<file path="src/rtl/alu_pkg.sv">
// Shared ALU definitions: default datapath width and the 4-bit opcode map.
package alu_pkg;

    localparam int ALU_WIDTH = 8;

    typedef enum logic [3:0] {
        OP_ADD = 4'd0,
        OP_SUB = 4'd1,
        OP_AND = 4'd2,
        OP_OR  = 4'd3,
        OP_XOR = 4'd4,
        OP_NOT = 4'd5,
        OP_SHL = 4'd6,
        OP_SHR = 4'd7,
        OP_INC = 4'd8,
        OP_DEC = 4'd9,
        OP_ROL = 4'd10,
        OP_ROR = 4'd11
    } alu_op_e;

endpackage

</file>
<file path="src/rtl/alu_comb.sv">
// Combinational ALU core: computes the next result and carry/borrow from A, B and sel.
module alu_comb
    import alu_pkg::*;
#(
    parameter int WIDTH = ALU_WIDTH
) (
    input  logic [WIDTH-1:0] A,
    input  logic [WIDTH-1:0] B,
    input  logic [3:0]       sel,
    output logic [WIDTH-1:0] result_d,
    output logic             carry_d
);

    localparam logic [WIDTH:0] ONE_EXT = {{WIDTH{1'b0}}, 1'b1};

    // Widened by one bit so the top bit holds carry (add) or borrow (subtract).
    logic [WIDTH:0] add_s;
    logic [WIDTH:0] sub_s;
    logic [WIDTH:0] inc_s;
    logic [WIDTH:0] dec_s;

    assign add_s = {1'b0, A} + {1'b0, B};
    assign sub_s = {1'b0, A} - {1'b0, B};
    assign inc_s = {1'b0, A} + ONE_EXT;
    assign dec_s = {1'b0, A} - ONE_EXT;

    // Opcode decode; reserved codes yield zero result and no carry.
    always_comb begin
        result_d = {WIDTH{1'b0}};
        carry_d  = 1'b0;
        case (alu_op_e'(sel))
            OP_ADD: begin result_d = add_s[WIDTH-1:0]; carry_d = add_s[WIDTH]; end
            OP_SUB: begin result_d = sub_s[WIDTH-1:0]; carry_d = sub_s[WIDTH]; end
            OP_AND: begin result_d = A & B;            carry_d = 1'b0;         end
            OP_OR:  begin result_d = A | B;            carry_d = 1'b0;         end
            OP_XOR: begin result_d = A ^ B;            carry_d = 1'b0;         end
            OP_NOT: begin result_d = ~A;               carry_d = 1'b0;         end
            OP_SHL: begin result_d = {A[WIDTH-2:0], 1'b0}; carry_d = A[WIDTH-1]; end
            OP_SHR: begin result_d = {1'b0, A[WIDTH-1:1]}; carry_d = A[0];       end
            OP_INC: begin result_d = inc_s[WIDTH-1:0]; carry_d = inc_s[WIDTH]; end
            OP_DEC: begin result_d = dec_s[WIDTH-1:0]; carry_d = dec_s[WIDTH]; end
            OP_ROL: begin result_d = {A[WIDTH-2:0], A[WIDTH-1]}; carry_d = A[WIDTH-1]; end
            OP_ROR: begin result_d = {A[0], A[WIDTH-1:1]};       carry_d = A[0];       end
            default: begin result_d = {WIDTH{1'b0}}; carry_d = 1'b0; end
        endcase
    end

endmodule

</file>
<file path="src/rtl/alu.sv">
// Registered ALU top: one-cycle latency result, carry and zero flag with async active-high reset.
module alu
    import alu_pkg::*;
#(
    parameter int WIDTH = ALU_WIDTH
) (
    input  logic             clk,
    input  logic             rst,
    input  logic [WIDTH-1:0] A,
    input  logic [WIDTH-1:0] B,
    input  logic [3:0]       sel,
    output logic [WIDTH-1:0] result,
    output logic             carry,
    output logic             zero
);

    logic [WIDTH-1:0] result_d;
    logic             carry_d;
    logic             zero_d;
    logic [WIDTH-1:0] result_q;
    logic             carry_q;
    logic             zero_q;

    alu_comb #(.WIDTH(WIDTH)) u_comb (
        .A        (A),
        .B        (B),
        .sel      (sel),
        .result_d (result_d),
        .carry_d  (carry_d)
    );

    // Zero flag is derived from the next result so it lands in the same cycle as result.
    always_comb begin
        zero_d = 1'b0;
        if (result_d == {WIDTH{1'b0}}) begin
            zero_d = 1'b1;
        end else begin
            zero_d = 1'b0;
        end
    end

    // Output registers; reset forces the all-zero result state without waiting for clk.
    always_ff @(posedge clk or posedge rst) begin
        if (rst) begin
            result_q <= {WIDTH{1'b0}};
            carry_q  <= 1'b0;
            zero_q   <= 1'b1;
        end else begin
            result_q <= result_d;
            carry_q  <= carry_d;
            zero_q   <= zero_d;
        end
    end

    assign result = result_q;
    assign carry  = carry_q;
    assign zero   = zero_q;

endmodule

</file>
<file path="config.mk">
export PLATFORM = sky130hd
export DESIGN_NAME = alu
export DESIGN_NICKNAME = d
export VERILOG_FILES = /design/src/rtl/alu_pkg.sv /design/src/rtl/alu_comb.sv /design/src/rtl/alu.sv
export SDC_FILE = /design/constraint.sdc
export NUM_CORES = 1
export LEC_CHECK = 0
export CORE_ASPECT_RATIO = 1.4
export CORE_MARGIN = 4
export CORE_UTILIZATION = 60
export DETAILED_ROUTE_END_ITERATION = 12
export PLACE_DENSITY = 0.94
export SLEW_MARGIN = 20
export SYNTH_ARGS = -nofsm -noshare
export SYNTH_HDL_FRONTEND = slang
export SYNTH_SLANG_ARGS = --single-unit
</file>
<file path="constraint.sdc">
create_clock -name clk -period 2.19 [get_ports clk]
set_clock_uncertainty 0.15 [all_clocks]
set_input_delay 0.438 -clock clk [delete_from_list [all_inputs] [get_ports clk]]
set_output_delay 0.438 -clock clk [all_outputs]
set_load 0.01 [all_outputs]
</file>
==> flow_summary.ini, run 1 <==
[clocking]
h-tree-depth = 1
cts_hold_buf = 0
cts.path.max_buffers = 2
cts_root_buf = clkbuf_8
cts_buffers = 3
cts.sinks = 10
postCtsSetupBuffers = 23
ctsResizeCount = 167

[die]
start_util_pct = 63.1
fp-row-count = 25
dieWidth_microns = 58.6
die_y_microns = 78.9
num_io_pins = 32

[yosys]
yosys_warnings = 0
synth_area_sq_mm = 0.00215
synthArstFlopShare_pct = 100
synth.distinct_cells = 60
ys_ff_latch = 10
ys_seq_area_share_pct = 11.7
syn_nets = 347
synth_ff_type = dfrtp_1
synth_edf_count = 0
synthCells = 297
avgSynthCellArea_sq_um = 7.25

[placed_design]
gp_congestion = 1.12
place_ws_ns = -1.14
hpwl_microns = 7950
port_buffers = 31

[status]
lastStage = 4_1_cts
error = [ERROR DPL-0038] Utilization greater than 100%, impossible to legalize
status = aborted with a tool error
-- cells in the mapped netlist (2+ instances only) --
library cell / instances / area (sq um)
a32oi_1: 2 / 17.5
nand4_1: 3 / 18.8
a22oi_1: 2 / 15.0
or3b_1: 2 / 17.5
buf_2: 8 / 40.0
nand2b_1: 8 / 50.1
inv_1: 29 / 109
o211ai_1: 4 / 30.0
nor3_1: 6 / 30.0
mux2i_1: 8 / 80.1
nor4b_1: 2 / 17.5
nand3_1: 8 / 40.0
xnor2_1: 8 / 70.1
o22ai_1: 7 / 43.8
o21ai_0: 14 / 70.1
nor2b_1: 11 / 68.8
nor2_1: 28 / 105
buf_4: 2 / 15.0
clkbuf_1: 7 / 26.3
or3_1: 4 / 25.0
buf_6: 2 / 22.5
and3_1: 2 / 12.5
o31ai_1: 4 / 30.0
or4_1: 2 / 15.0
o2111ai_1: 3 / 26.3
a221oi_1: 2 / 17.5
a211oi_1: 3 / 22.5
nand2_1: 18 / 67.6
o21a_1: 3 / 22.5
ha_1: 26 / 325
dfrtp_1: 9 / 225
a21oi_1: 19 / 95.1
fa_1: 2 / 40.0
nor4_1: 7 / 43.8
a31oi_1: 4 / 25.0
xor2_1: 4 / 35.0
-- stage by stage --
step	area, sq um	hold WS (ns)	setup TNS [ns]	std cells	utilization (%)
after detailed placement	3180	0.613	-7.03	446	93.3
after global placement	3180	0.564	-5.66	446	93.3
after floorplan	2210	0.127	-0.789	297	-
-- logic make-up after synthesis --
kind of cell / after synthesis / synth area share (%)
buf+inv: 48 / 9.88
flops: 10 / 11.7
simple gates: 105 / 25.5
fa+ha+maj: 28 / 17.0
xor+xnor: 12 / 4.88
compound gates: 86 / 27.4
mux: 8 / 3.72
==> inputs of run 2 (changes only) <==
--- a/config.mk
+++ b/config.mk
@@ -5,11 +5,10 @@
 export SDC_FILE = /design/constraint.sdc
 export NUM_CORES = 1
 export LEC_CHECK = 0
-export CORE_ASPECT_RATIO = 1.4
 export CORE_MARGIN = 4
-export CORE_UTILIZATION = 60
+export CORE_UTILIZATION = 40
 export DETAILED_ROUTE_END_ITERATION = 12
-export PLACE_DENSITY = 0.94
+export PLACE_DENSITY_LB_ADDON = 0.15
 export SLEW_MARGIN = 20
 export SYNTH_ARGS = -nofsm -noshare
 export SYNTH_HDL_FRONTEND = slang
==> flow_summary.ini, run 2 <==
[status]
status = complete, but fails checks
violations = negative setup slack

[sta]
timing.final.hold_violations = 0
final-setup-viol-count = 4
fin_ws_ns = -0.340
hold_ws_ns = 0.333
rsz0062_at_grt = yes
max_freq_mhz = 395
slew_viol_final = 0
finalCritPeriodShare_pct = 116
relSlewSlack_pct = 69.4
finalCriticalPeriod_ns = 2.53
tightest_slew_ns = 0.458

[die]
fp-row-count = 26
core_sq_mm = 0.00517
dieWidth_microns = 81.4
start_util_pct = 41.6
num_io_pins = 32
die_y_microns = 81.4
die_area_sq_mm = 0.00662

[yosys]
synth_top_area_share_pct = 15.1
synthTopCellsByCount = inv_1 (29), nor2_1 (28), ha_1 (26), a21oi_1 (19), nand2_1 (18)
synthCells = 297
avgSynthCellArea_sq_um = 7.25
synthArstFlopShare_pct = 100
yosysMostFrequentCell = inv_1
yosys_warnings = 0
ys_seq_area_share_pct = 11.7
syn_nets = 347
synth_area_sq_mm = 0.00215
ys_ff_latch = 10
synth_ff_type = dfrtp_1
synth_edf_count = 0
synth_top_area_cell = ha_1
netlist_top_cells_area = ha_1 (15%), dfrtp_1 (10%), inv_1 (5.1%)
synth.distinct_cells = 60

[detailed_routing]
drtAntennaViolNets = 0
drc = 0
wl_per_cell_microns = 17.8
drt_iter0_markers = 548
via_per_inst = 5.86
detail_route.wirelength_microns = 9070
drt_pass1_iterations = 5
num_vias = 2988

[run]
maxCapViolations = 0

[clocking]
cts_buffers = 3
cts_root_buf = clkbuf_8
cts_hold_buf = 0
h-tree-depth = 1
cts.sinks = 10
cts.path.max_buffers = 2
clk_pin_slew_ns = 0.05
cts_tree = built

[finish]
drive_gt1_share_pct = 50.2
syn_to_final_growth_pct = 82.0
final_common_cell = buf_4
final_cell_mix = buf_4 (105), nor2_1 (25), buf_6 (24), nand2_1 (18), inv_1 (14)
layout.cells.non_filler = 510
largest_register_ffs = 8
fin_nets = 491
utilization_pct = 75.7
n_antenna_cell = 0

[global_route]
grt_use_total_pct = 27.2
grt_pass1_wl_microns = 13800
antenna_found_initial = 0
grt_max_degree = 19
grt_overflow_total = 0
grt_pass1_vias = 2889

[critical_path]
endpoint_kind = register
endpoint = zero
crit_chain = buf_12 > clkinv_8 > buf_4 > ha_4 > or3b_4 > xnor2_2 > nor2_1 > a221oi_2 > o2111ai_2 > or4b_4 > nor4_4
slowest_delay_ns = 0.53
worstSetupStartpoint = A[0]
critical_path_class = input pin to register
path_max_fanout = 3
worstSetupStartpointType = input pin
crit_arrival_ns = 2.52
required_ns = 2.18
slowest_stage = or4b_4

[pwr]
peakVddDrop_mv = 0.248
p_int_mw = 0.806
power_mw = 1.31
combPwrFrac_pct = 68.7
swShare_pct = 38.3
power-per-cell-area_mw_per_mm2 = 334
clkPwrFrac_pct = 14.8
power_leakage_nw = 1.72
power_switching_mw = 0.501
power.share.sequential_pct = 16.5

[placed_design]
dpl.cell_count = 483
gp_congestion = 1.05
place_ws_ns = -1.13
port_buffers = 31
hpwl_microns = 6220

[min_path]
hold_path_class = input pin to asynchronous set/reset pin
## run 2: worst min-delay path by stage
stage | to | start | slack (ns) | cells after the start
floorplan | carry | rst | 0.13 | 1
global placement | result[3] | rst | 0.58 | 2
detailed placement | result[5] | rst | 0.60 | 2
CTS | result[3] | rst | 0.34 | 2
global route | result[3] | rst | 0.37 | 2
finish | result[3] | rst | 0.33 | 2
## run 2: stage by stage
stage	setup TNS, ns	instance area (sq um)
floorplan	-0.789	2210
global placement	-6.34	3260
detailed placement	-7.02	3260
CTS	-1.19	3840
global route	-0.950	3920
finish	-0.667	3920
## run 2: kinds of logic (layout without fill, tap and decap cells)
family / count (synthesis) / in the layout / share of synthesized area (%)
mux: 8 / 8 / 3.72
simple gates: 105 / 105 / 25.5
buf+inv: 48 / 191 / 9.88
fa+ha+maj: 28 / 28 / 17.0
compound gates: 86 / 86 / 27.4
xor+xnor: 12 / 12 / 4.88
flops: 10 / 10 / 11.7
## run 2: critical path, delay by kind of cell
kind / cells / cell delay (ns)
and+or+nand+nor: 4 / 1.14
buffers and inverters: 3 / 0.26
adders and majority gates: 1 / 0.13
xor gates and xnor gates: 1 / 0.13
AOI/OAI and AO/OA: 2 / 0.40
## run 2: cell type report
| cell class | count | area (sq um) |
|---|---|---|
| clock buffers | 4 | 45.0 |
| fillers | 361 | 1250 |
| inverters | 29 | 129 |
| multi-input cells | 239 | 2090 |
| flip-flops and latches | 10 | 251 |
| well taps | 70 | 87.6 |
| repair buffers | 158 | 1310 |
## run 2: metal layers
| metal | share of wire [%] | global-route usage, % |
|---|---|---|
| met5 | 0 | 0 |
| met4 | 4.1 | 14.4 |
| met3 | 8.9 | 3.10 |
| met2 | 49 | 47.2 |
| met1 | 38 | 32.4 |
## run 2: power groups by stage
| stage | Combinational (mW) | Clock, mW | Sequential, mW |
|---|---|---|---|
| 2_1_floorplan | 0.323 | 0 | 0.232 |
| 3_3_place_gp | 0.678 | 0 | 0.218 |
| 3_5_place_dp | 0.687 | 0 | 0.219 |
| 4_1_cts | 0.848 | 0.199 | 0.216 |
| 5_1_grt | 0.957 | 0.206 | 0.217 |
| 6_report | 0.898 | 0.193 | 0.215 |
## run 2: what timing repair did
| action | in CTS | in global routing |
|---|---|---|
| pin swaps | 39 | 31 |
| buffers inserted | 28 | 3 |
| cloned | 1 | 0 |
| resized for setup | 135 | 49 |
| endpoints found under the setup margin | 10 | 8 |
Power figures use the tool's default switching activity.
==> inputs of run 3 (changes only) <==
--- a/config.mk
+++ b/config.mk
@@ -5,7 +5,7 @@
 export SDC_FILE = /design/constraint.sdc
 export NUM_CORES = 1
 export LEC_CHECK = 0
-export CORE_MARGIN = 4
+export CORE_ASPECT_RATIO = 1.4
 export CORE_UTILIZATION = 40
 export DETAILED_ROUTE_END_ITERATION = 12
 export PLACE_DENSITY_LB_ADDON = 0.15
==> flow_summary.ini, run 3 (synthesized netlist as in run 2, its figures left out) <==
[sta]
rsz0062_at_grt = yes
tns_ns = -0.647
tightest_slew_ns = 0.439
final-setup-viol-count = 4
finalCriticalPeriod_ns = 2.56
finalCritPeriodShare_pct = 117
max_freq_mhz = 390
relSlewSlack_pct = 70.6
hold_ws_ns = 0.342
timing.final.hold_violations = 0
slew_viol_final = 0
fin_ws_ns = -0.372

[min_path]
hold_path_class = input pin to asynchronous set/reset pin

[global_route]
grt_use_total_pct = 33.5
grt_overflow_total = 0
antenna_found_initial = 0
grt_pass1_vias = 3106
grt_max_degree = 14
grt_pass1_wl_microns = 14600

[clocking]
clk_pin_slew_ns = 0.05
h-tree-depth = 1
cts.path.max_buffers = 2
cts.sinks = 10
cts_hold_buf = 0
cts_tree = built
cts_buffers = 3
cts_root_buf = clkbuf_8

[critical_path]
path_max_fanout = 3
slowest_stage = or4b_4
worstSetupStartpoint = A[0]
slowest_delay_ns = 0.58
endpoint_kind = register
critical_path_class = input pin to register
crit_arrival_ns = 2.55
required_ns = 2.18
worstSetupStartpointType = input pin
cp.buffers_inverters = 3
crit_chain = buf_8 > inv_4 > ha_4 > inv_2 > fa_2 > a21oi_4 > o21a_1 > o211a_1 > o2111ai_2 > or4b_4 > nor4_4
path_delay_family = simple AND/OR/NAND/NOR gates

[die]
fp-row-count = 31
dieWidth_microns = 64.0
die_area_sq_mm = 0.00568
num_io_pins = 32
start_util_pct = 41.7
core_sq_mm = 0.00516
die_y_microns = 88.8

[finish]
multi_input_area_sq_mm = 0.00212
fin_nets = 502
largest_register_ffs = 8
utilization_pct = 79.5
final_common_cell = buf_4
drive_gt1_share_pct = 52.3
filler_cell_count = 322
syn_to_final_growth_pct = 90.6
regArea_sq_um = 251
final_cell_mix = buf_4 (116), buf_6 (26), nor2_1 (23), nand2_1 (16), a21oi_1 (15)
n_antenna_cell = 0

[run]
maxCapViolations = 0

[detailed_routing]
drc = 0
drt_pass1_iterations = 5
drtAntennaViolNets = 0
num_vias = 3077
via_per_inst = 5.95
drt_iter0_markers = 223
wl_per_cell_microns = 18.8
detail_route.wirelength_microns = 9740

[pwr]
power-per-cell-area_mw_per_mm2 = 337
peakVddDrop_mv = 0.248
power_mw = 1.38
power_leakage_nw = 1.81

[placed_design]
place_ws_ns = -1.16
port_buffers = 31
hpwl_microns = 6770
gp_congestion = 1.05

[status]
violations = negative setup slack
status = complete, but fails checks
## run 3: cell type report
cell class / instances / area share, %
multi-input cells: 239 / 51.6
inverters: 29 / 3.20
repair buffers: 169 / 35.7
flip-flops and latches: 10 / 6.13
well taps: 66 / 2.01
clock buffers: 4 / 1.34
## run 3: layer usage
metal	wire, microns	global-route usage [%]	vias up
li1	-	-	1395
met1	3450	36.9	1439
met2	5000	60.9	183
met3	622	2.45	60
met4	670	23.1	0
met5	0	0	-
## run 3: per-stage QoR
stage | instances | area (sq um)
after floorplan | 297 | 2210
after global placement | 481 | 3270
final | 517 | 4100
after CTS | 515 | 3930
after global routing | 517 | 4100
after detailed placement | 481 | 3270
## run 3: report_power, final
group / internal, mW / leakage, nW / switching [mW]
registers: 0.210 / 0.122 / 0.00794
logic: 0.499 / 1.66 / 0.441
clock network: 0.158 / 0.0288 / 0.0671
total: 0.866 / 1.81 / 0.516
## run 3: repair_timing
action,4_1_cts,5_1_grt
setup endpoints to repair,10,8
setup buffers,29,3
gates resized for setup,172,42
pin swaps,39,30
gates cloned,2,0
endpoints found under the hold margin,0,0
## run 3: path summary, 6_finish.rpt
check | slack (ns) | end | cells after the start
max in group asynchronous | 1.24 | zero | 2
min in group clk | 0.61 | carry | 4
hold / removal | 0.34 | carry | 2
setup / recovery | -0.37 | zero | 11
